--- src/rtl/im_loader.sv ---
// im_loader: writer side of the instruction memory. It takes a byte stream over
// a valid/ready handshake, packs four bytes big-endian into a 32-bit word and
// writes the words one after another into IM, starting at BASE_ADDR.
module im_loader #(
    parameter logic [31:0] BASE_ADDR = 32'h0000_3000,
    parameter int          DEPTH     = 1024,
    parameter int          CNT_W     = 11
) (
    input  logic             Clk,
    input  logic             Rst,
    input  logic             Start,
    input  logic             In_Valid,
    input  logic [7:0]       In_Byte,
    input  logic             In_Last,
    output logic             In_Ready,
    output logic             IM_WE,
    output logic [31:0]      IM_Addr,
    output logic [31:0]      IM_WD,
    output logic             Busy,
    output logic             Done,
    output logic             Err,
    output logic [CNT_W-1:0] Word_Cnt
);

    typedef enum logic [2:0] {
        S_IDLE  = 3'd0,
        S_RECV  = 3'd1,
        S_WRITE = 3'd2,
        S_DONE  = 3'd3,
        S_ERR   = 3'd4
    } state_t;

    state_t           state, state_nxt;
    logic [31:0]      word_buf, word_buf_nxt;
    logic [1:0]       byte_cnt, byte_cnt_nxt;
    logic             last_flag, last_flag_nxt;
    logic             we, we_nxt;
    logic [31:0]      addr, addr_nxt;
    logic [31:0]      wd, wd_nxt;
    logic [CNT_W-1:0] word_cnt, word_cnt_nxt;
    logic [CNT_W-1:0] word_cnt_inc;
    logic             done, done_nxt;
    logic             err, err_nxt;
    logic             accept;

    // Start takes priority, so no byte is taken in the cycle of a restart.
    assign In_Ready     = (state == S_RECV) && !Start;
    assign accept       = In_Valid && In_Ready;
    assign word_cnt_inc = word_cnt + CNT_W'(1);

    assign IM_WE    = we;
    assign IM_Addr  = addr;
    assign IM_WD    = wd;
    assign Busy     = (state == S_RECV) || (state == S_WRITE);
    assign Done     = done;
    assign Err      = err;
    assign Word_Cnt = word_cnt;

    // Next-state and next-register values. The write strobe is a one-cycle
    // pulse that is raised only on entry to WRITE.
    always_comb begin
        state_nxt     = state;
        word_buf_nxt  = word_buf;
        byte_cnt_nxt  = byte_cnt;
        last_flag_nxt = last_flag;
        we_nxt        = 1'b0;
        addr_nxt      = addr;
        wd_nxt        = wd;
        word_cnt_nxt  = word_cnt;
        done_nxt      = done;
        err_nxt       = err;
        if (Start) begin
            // A restart drops any partial word. A strobe that is already
            // active finishes in the current cycle.
            state_nxt    = S_RECV;
            byte_cnt_nxt = 2'd0;
            word_cnt_nxt = '0;
            done_nxt     = 1'b0;
            err_nxt      = 1'b0;
            addr_nxt     = BASE_ADDR;
        end else begin
            case (state)
                S_IDLE: begin
                    state_nxt = S_IDLE;
                end
                S_RECV: begin
                    if (accept) begin
                        word_buf_nxt = {word_buf[23:0], In_Byte};
                        byte_cnt_nxt = byte_cnt + 2'd1;
                        if (byte_cnt == 2'd3) begin
                            state_nxt     = S_WRITE;
                            last_flag_nxt = In_Last;
                            we_nxt        = 1'b1;
                            wd_nxt        = {word_buf[23:0], In_Byte};
                        end else if (In_Last) begin
                            // The image ended partway through a word. The
                            // partial word is not written.
                            state_nxt = S_ERR;
                            err_nxt   = 1'b1;
                        end else begin
                            state_nxt = S_RECV;
                        end
                    end else begin
                        state_nxt = S_RECV;
                    end
                end
                S_WRITE: begin
                    addr_nxt     = addr + 32'd4;
                    word_cnt_nxt = word_cnt_inc;
                    if (last_flag) begin
                        state_nxt = S_DONE;
                        done_nxt  = 1'b1;
                    end else if (word_cnt_inc == CNT_W'(DEPTH)) begin
                        // IM is full and the image has not ended.
                        state_nxt = S_ERR;
                        err_nxt   = 1'b1;
                    end else begin
                        state_nxt = S_RECV;
                    end
                end
                S_DONE: begin
                    state_nxt = S_DONE;
                end
                S_ERR: begin
                    state_nxt = S_ERR;
                end
                default: begin
                    state_nxt = S_IDLE;
                end
            endcase
        end
    end

    // State and output registers. Reset clears all of them immediately, so no
    // strobe is issued after reset.
    always_ff @(posedge Clk or negedge Rst) begin
        if (!Rst) begin
            state     <= S_IDLE;
            word_buf  <= 32'h0000_0000;
            byte_cnt  <= 2'd0;
            last_flag <= 1'b0;
            we        <= 1'b0;
            addr      <= BASE_ADDR;
            wd        <= 32'h0000_0000;
            word_cnt  <= '0;
            done      <= 1'b0;
            err       <= 1'b0;
        end else begin
            state     <= state_nxt;
            word_buf  <= word_buf_nxt;
            byte_cnt  <= byte_cnt_nxt;
            last_flag <= last_flag_nxt;
            we        <= we_nxt;
            addr      <= addr_nxt;
            wd        <= wd_nxt;
            word_cnt  <= word_cnt_nxt;
            done      <= done_nxt;
            err       <= err_nxt;
        end
    end

endmodule

--- config.mk ---
export PLATFORM = sky130hd
export DESIGN_NAME = im_loader
export DESIGN_NICKNAME = d
export VERILOG_FILES = /design/src/rtl/im_loader.sv
export SDC_FILE = /design/constraint.sdc
export NUM_CORES = 1
export LEC_CHECK = 0
export BUFFER_PORTS_ARGS = -buffer_cell sky130_fd_sc_hd__buf_2
export CAP_MARGIN = 5
export CORE_ASPECT_RATIO = 0.6
export CORE_UTILIZATION = 56
export DETAILED_ROUTE_END_ITERATION = 12
export PLACE_DENSITY = 0.88
export SETUP_SLACK_MARGIN = 0.05
export SLEW_MARGIN = 40
export SYNTH_ARGS = -nofsm -noshare
export SYNTH_HDL_FRONTEND = slang
export SYNTH_SLANG_ARGS = --single-unit
--- constraint.sdc ---
create_clock -name Clk -period 5.12 [get_ports Clk]
set_clock_uncertainty 0.05 [all_clocks]
set_input_delay 0.256 -clock Clk [delete_from_list [all_inputs] [get_ports Clk]]
set_output_delay 0.256 -clock Clk [all_outputs]
set_load 0.01 [all_outputs]
# Word-level counts from Yosys, hierarchy flattened
# Index checks and enable logic that the tools add are counted.
op_classes:
  n_addsub: 3
  n_eq_ne: 11
  muxes: 28
  n_bitwise: 1
  n_reduce_logical: 14
op_table:
  columns: ["operator", "n"]
  rows:
  - ["$mux W32", 2]
  - ["$add A32 B3 Y32 const B", 1]
  - ["$mux W11", 2]
  - ["$mux W3", 6]
  - ["$mux W1", 13]
  - ["$ne A3 B3 Y1 const B", 4]
  - ["$pmux W3 S4", 1]
  - ["$add A11 B1 Y11 const B", 1]
  - ["$eq A11 B11 Y1 const B", 1]
  - ["$reduce_bool A2 Y1", 4]
  - ["$eq A3 B2 Y1 const B", 2]
  - ["$mux W2", 3]
  - ["$reduce_and A6 Y1", 1]
  - ["$reduce_and A2 Y1", 2]
  - ["$reduce_and A4 Y1", 1]
  - ["$eq A3 B1 Y1 const B", 1]
  - ["$eq A3 B3 Y1 const B", 1]
  - ["$ne A3 B2 Y1 const B", 1]
  - ["$reduce_and A3 Y1", 1]
  - ["$reduce_bool A3 Y1", 1]
  - ["$add A2 B1 Y2 const B", 1]
  - ["$eq A2 B2 Y1 const B", 1]
  - ["$logic_and A1 B1 Y1", 2]
  - ["$pmux W1 S2", 1]
  - ["3 further kinds", 3]
word_totals:
  regBits: 108
  elab_cells: 67

# Longest topological paths before layout
logic_depth:
  word_depth: 6
  mapped_depth: 7
  ltp_nobuf: 6

# Least setup slack after synthesis
# Ideal clock, no wire load.
synth_path:
  kind: "flip-flop to flip-flop"
  from: "register word_cnt[0] (netlist: Word_Cnt[0])"
  to: "register state[0]"
  arrival_time_ns: 1.879
  setup_slack_ns: 3.067
  stages_incl_launch_ff: 8
  path_buffers: 1
  path_cell_list: "dfrtp_1 > ha_1 > clkbuf_1 > nor3_1 > a31oi_1 > a2111oi_0 > nand4_1 > a211o_1"
synth_between:
  elab_chain_len: 6
synth_rtl:
  columns: ["element", "line", "source"]
  rows:
  - ["start, declared", "40", "logic [CNT_W-1:0] word_cnt, word_cnt_nxt;"]
  - ["start signal, assigned", "156", "word_cnt <= word_cnt_nxt;"]
  - ["$add A11 B1 Y11", "49", "assign word_cnt_inc = word_cnt + CNT_W'(1);"]
  - ["$eq A11 B11 Y1", "113", "end else if (word_cnt_inc == CNT_W'(DEPTH)) begin"]
  - ["$mux W3", "113", null]
  - ["$mux W3", "110", "if (last_flag) begin"]
  - ["$pmux W3 S4", "82", "case (state)"]
  - ["$mux W3", "72", "if (Start) begin"]
  - ["via state_nxt[0]", "33", "state_t state, state_nxt;"]
  - ["end signal, assigned", "149", "state <= state_nxt;"]
  - ["end, declared", "33", null]
# The timed path passes the listed nets, and every way through them passes these cells.
# A chain may end at the register's enable or synchronous reset.

# Worst setup path after layout
layout_path:
  from: "register state[2]"
  to: "register wd[8] (netlist: IM_WD[8])"
layout_between:
  elab_chain_len: 4
layout_rtl:
  columns: ["element", "line", "source"]
  rows:
  - ["$eq A3 B1 Y1 (*)", "47, 82", null]
  - ["$logic_and A1 B1 Y1", "47", "assign In_Ready = (state == S_RECV) && !Start;"]
  - ["$logic_and A1 B1 Y1", "48", "assign accept = In_Valid && In_Ready;"]
  - ["$reduce_and A4 Y1 (no source line) (*)", null, null]
  - ["end signal, assigned", "155", "wd <= wd_nxt;"]
  - ["end, declared", "39", "logic [31:0] wd, wd_nxt;"]
# Mark *: on every way between the ends. The rest lies on a longest branch, timed or not.

==> flow_summary.toml <==
[yosys]
avgSynthCellArea_sq_um = 12.37
synthAdderAreaFrac_pct = 1.017
yosys.area.top_type_share_pct = 52.86
synth_compound_area_share_pct = 2.033
postSynth.asyncResetShare_pct = 100.0
synth-seq-area-share_pct = 53.93
synth_cells = 398
netlist_area_sq_um = 4923
synth_area_leader_cell = "dfrtp_1"
muxShareOfSynthArea_pct = 16.21
synth_xor_area_share_pct = 7.649
synth-main-ff-cell = "dfrtp_1"
synth_cell_type_count = 47
synthTopCellsByArea = "dfrtp_1 53%, mux2_4 8.5%, mux2_2 6.9%, xnor2_1 4.6%, nor2_1 3.9%"
synth_edf_count = 0
yosys.area_share.simple_pct = 15.55
synth_top_family_by_area = "multiplexers"
ys_ff_latch = 106
yosys_warnings = 0

[setup_path]
critPathBufInv = 0
crit_chain = "nand2b_4 > nor3b_4 > and2b_2 > nand2_4 > mux2_4"
timing.critical_path.max_delay_family = "simple AND/OR/NAND/NOR gates"
worst_path_max_delay_cell = "and2b_2"
cpPeakStageDelay_ns = 0.60
worst-endpoint-arrival_ns = 2.81
end_kind = "register"
cp.required_ns = 5.29
critical_path_class = "reg2reg"
startpoint_type = "register"
critical_path.max_fanout = 35

[clock_network]
cts_sinks = 106
cts_tree = "done"
clk_path_buf_depth = 2
cts_buffers = 9
clock_latency_ns = 0.34
htreeDepth = 3
cts_resized = 0
clkSlewWorstSetupHoldPaths_ns = 0.07
cts-root-buf = "clkbuf_16"

[sta]
finalCritPeriodShare_pct = 51.60
rsz0062_at_grt = "false"
fmax_mhz = 378.5
drv_slew = 0
tns_ns = 0
tightest_slew_ns = 0.6792
min_period_ns = 2.642
timing.slew.headroom_pct = 54.72
setup_viol = 0
hold_viol_final = 0

[cells_and_area]
fin_nets = 496
area_delta_synth_final_pct = 16.32
insertedDiodeCount = 0
layout_commonest_cell = "dfrtp_1"
layout_common_cells = "104 x dfrtp_1, 88 x buf_2, 51 x nor2_1"
fin_area_sq_um = 5727
drive_gt1_share_pct = 37.19
instances_no_fill = 596

[power]
cellLeakagePower_uw = 0.002897
p_total_uw = 1976
ir_worst_vdd_v = 0.0001887
p_per_area_nw_per_um2 = 345.1

[drt]
firstDrtPassIters = 4
vias = 3245
drc = 0
antenna_left = 0
wirelength_mm = 9.528
wl_per_cell_microns = 15.99
drtIter0Drc = 172
vias_per_cell = 5.445

[die]
placementRows = 26
core_sq_um = 8523
dieArea_sq_um = 9183
die_w_microns = 123.1
start_util_pct = 57.77
io_pins = 93
die_h_microns = 74.63

[place]
placed_cells = 578
port_buffers = 90
dpl_cell_area_sq_um = 5385
place_congestion = 0.8142
dp_hpwl_mm = 6.436

[run]
cap_violations = 0

[grt]
grt_pass1_wl_mm = 15.48
grt_pass1_vias = 3098
overflow = 0
antenna_found_initial = 0
grt_max_degree = 56
track_usage_pct = 22.22

[worst_hold_path]
worstHoldPathType = "in2reg"

[status]
status = "complete, no violations"
## repair_timing
| action | CTS | global route |
|---|---|---|
| endpoints found under the hold margin | 51 | 0 |
| hold buffers | 1 | 0 |
| setup buffers | 0 | 0 |
## metrics by stage
| stage | setup WS [ns] | hold slack [ns] | utilization, % |
|---|---|---|---|
| floorplan | 3.067 | -0.08959 | - |
| global placement | 2.189 | 0.2588 | 63.08 |
| detailed placement | 2.485 | 0.2642 | 63.18 |
| CTS | 2.467 | 0.1017 | 67.07 |
| global route | 2.334 | 0.09369 | 67.19 |
| finish | 2.478 | 0.1112 | 67.19 |
## synthesized netlist by cell type, drive strengths merged, types with 6 or more instances
master  number
nor4         9
and3         8
nor3        10
buf         17
xnor2       26
mux2        58
clkbuf       8
nor2        51
nand2       16
inv          6
and4         6
nand3       12
xor2        17
nand4        9
dfrtp      104
## path summary, 6_finish.rpt
path                       startpoint          end  slack, ns  cells past startpoint
max                          state[2]     IM_WD[8]       2.48                      5
min                        In_Byte[1]     IM_WD[1]       0.11                      2
max reg2reg                  state[2]     IM_WD[8]       2.48                      5
min reg2reg                 IM_WD[11]    IM_WD[11]       0.45                      1
max in group asynchronous         Rst    IM_WD[19]       3.46                      3
min in group asynchronous         Rst  Word_Cnt[8]       0.44                      2
## area by class of cell
type | count | area (sq um)
Fill cell | 612 | 2796
Sequential cell | 106 | 2655
Multi-Input combinational cell | 262 | 2100
Timing Repair Buffer | 94 | 488.0
Clock buffer | 12 | 246.5
Tap cell | 112 | 140.1
Clock inverter | 4 | 75.07
Inverter | 6 | 22.52
## state kept, by name, summed over array words and instances, names as in the netlist
name,flops
Done,1
Err,1
IM_Addr,30
IM_WD,32
IM_WE,1
Word_Cnt,11
byte_cnt,2
last_flag,1
state,3
word_buf,24
## logic make-up (layout without fill, tap and decap cells)
family	count (synthesis)	in the layout
compound gates	15	15
xor+xnor	43	43
fa+ha+maj	4	4
buf+inv	31	116
flops	106	106
mux	62	62
other cells	1	2
simple gates	136	136
## per-layer routing
layer  part of all wire [%]  GRT usage (%)  wire [microns]
met5                      0              0               0
met4                    1.1          7.095             102
met3                    4.8          5.909             454
met2                     47          33.96            4489
met1                     47          31.49            4481
## worst register-to-register path, delay by kind of cell (launching register included)
kind | cells | cell delay, ns
flip-flops | 1 | 0.45
multiplexers | 1 | 0.45
AND/OR/NAND/NOR | 4 | 1.57
## report_power, final
part | internal, uW | total [uW] | switching, uW
Sequential | 944 | 1010 | 69.7
Clock | 442 | 735 | 292
Combinational | 133 | 227 | 94.8
Total | 1520 | 1980 | 457
(Power assumes the default switching activity.)
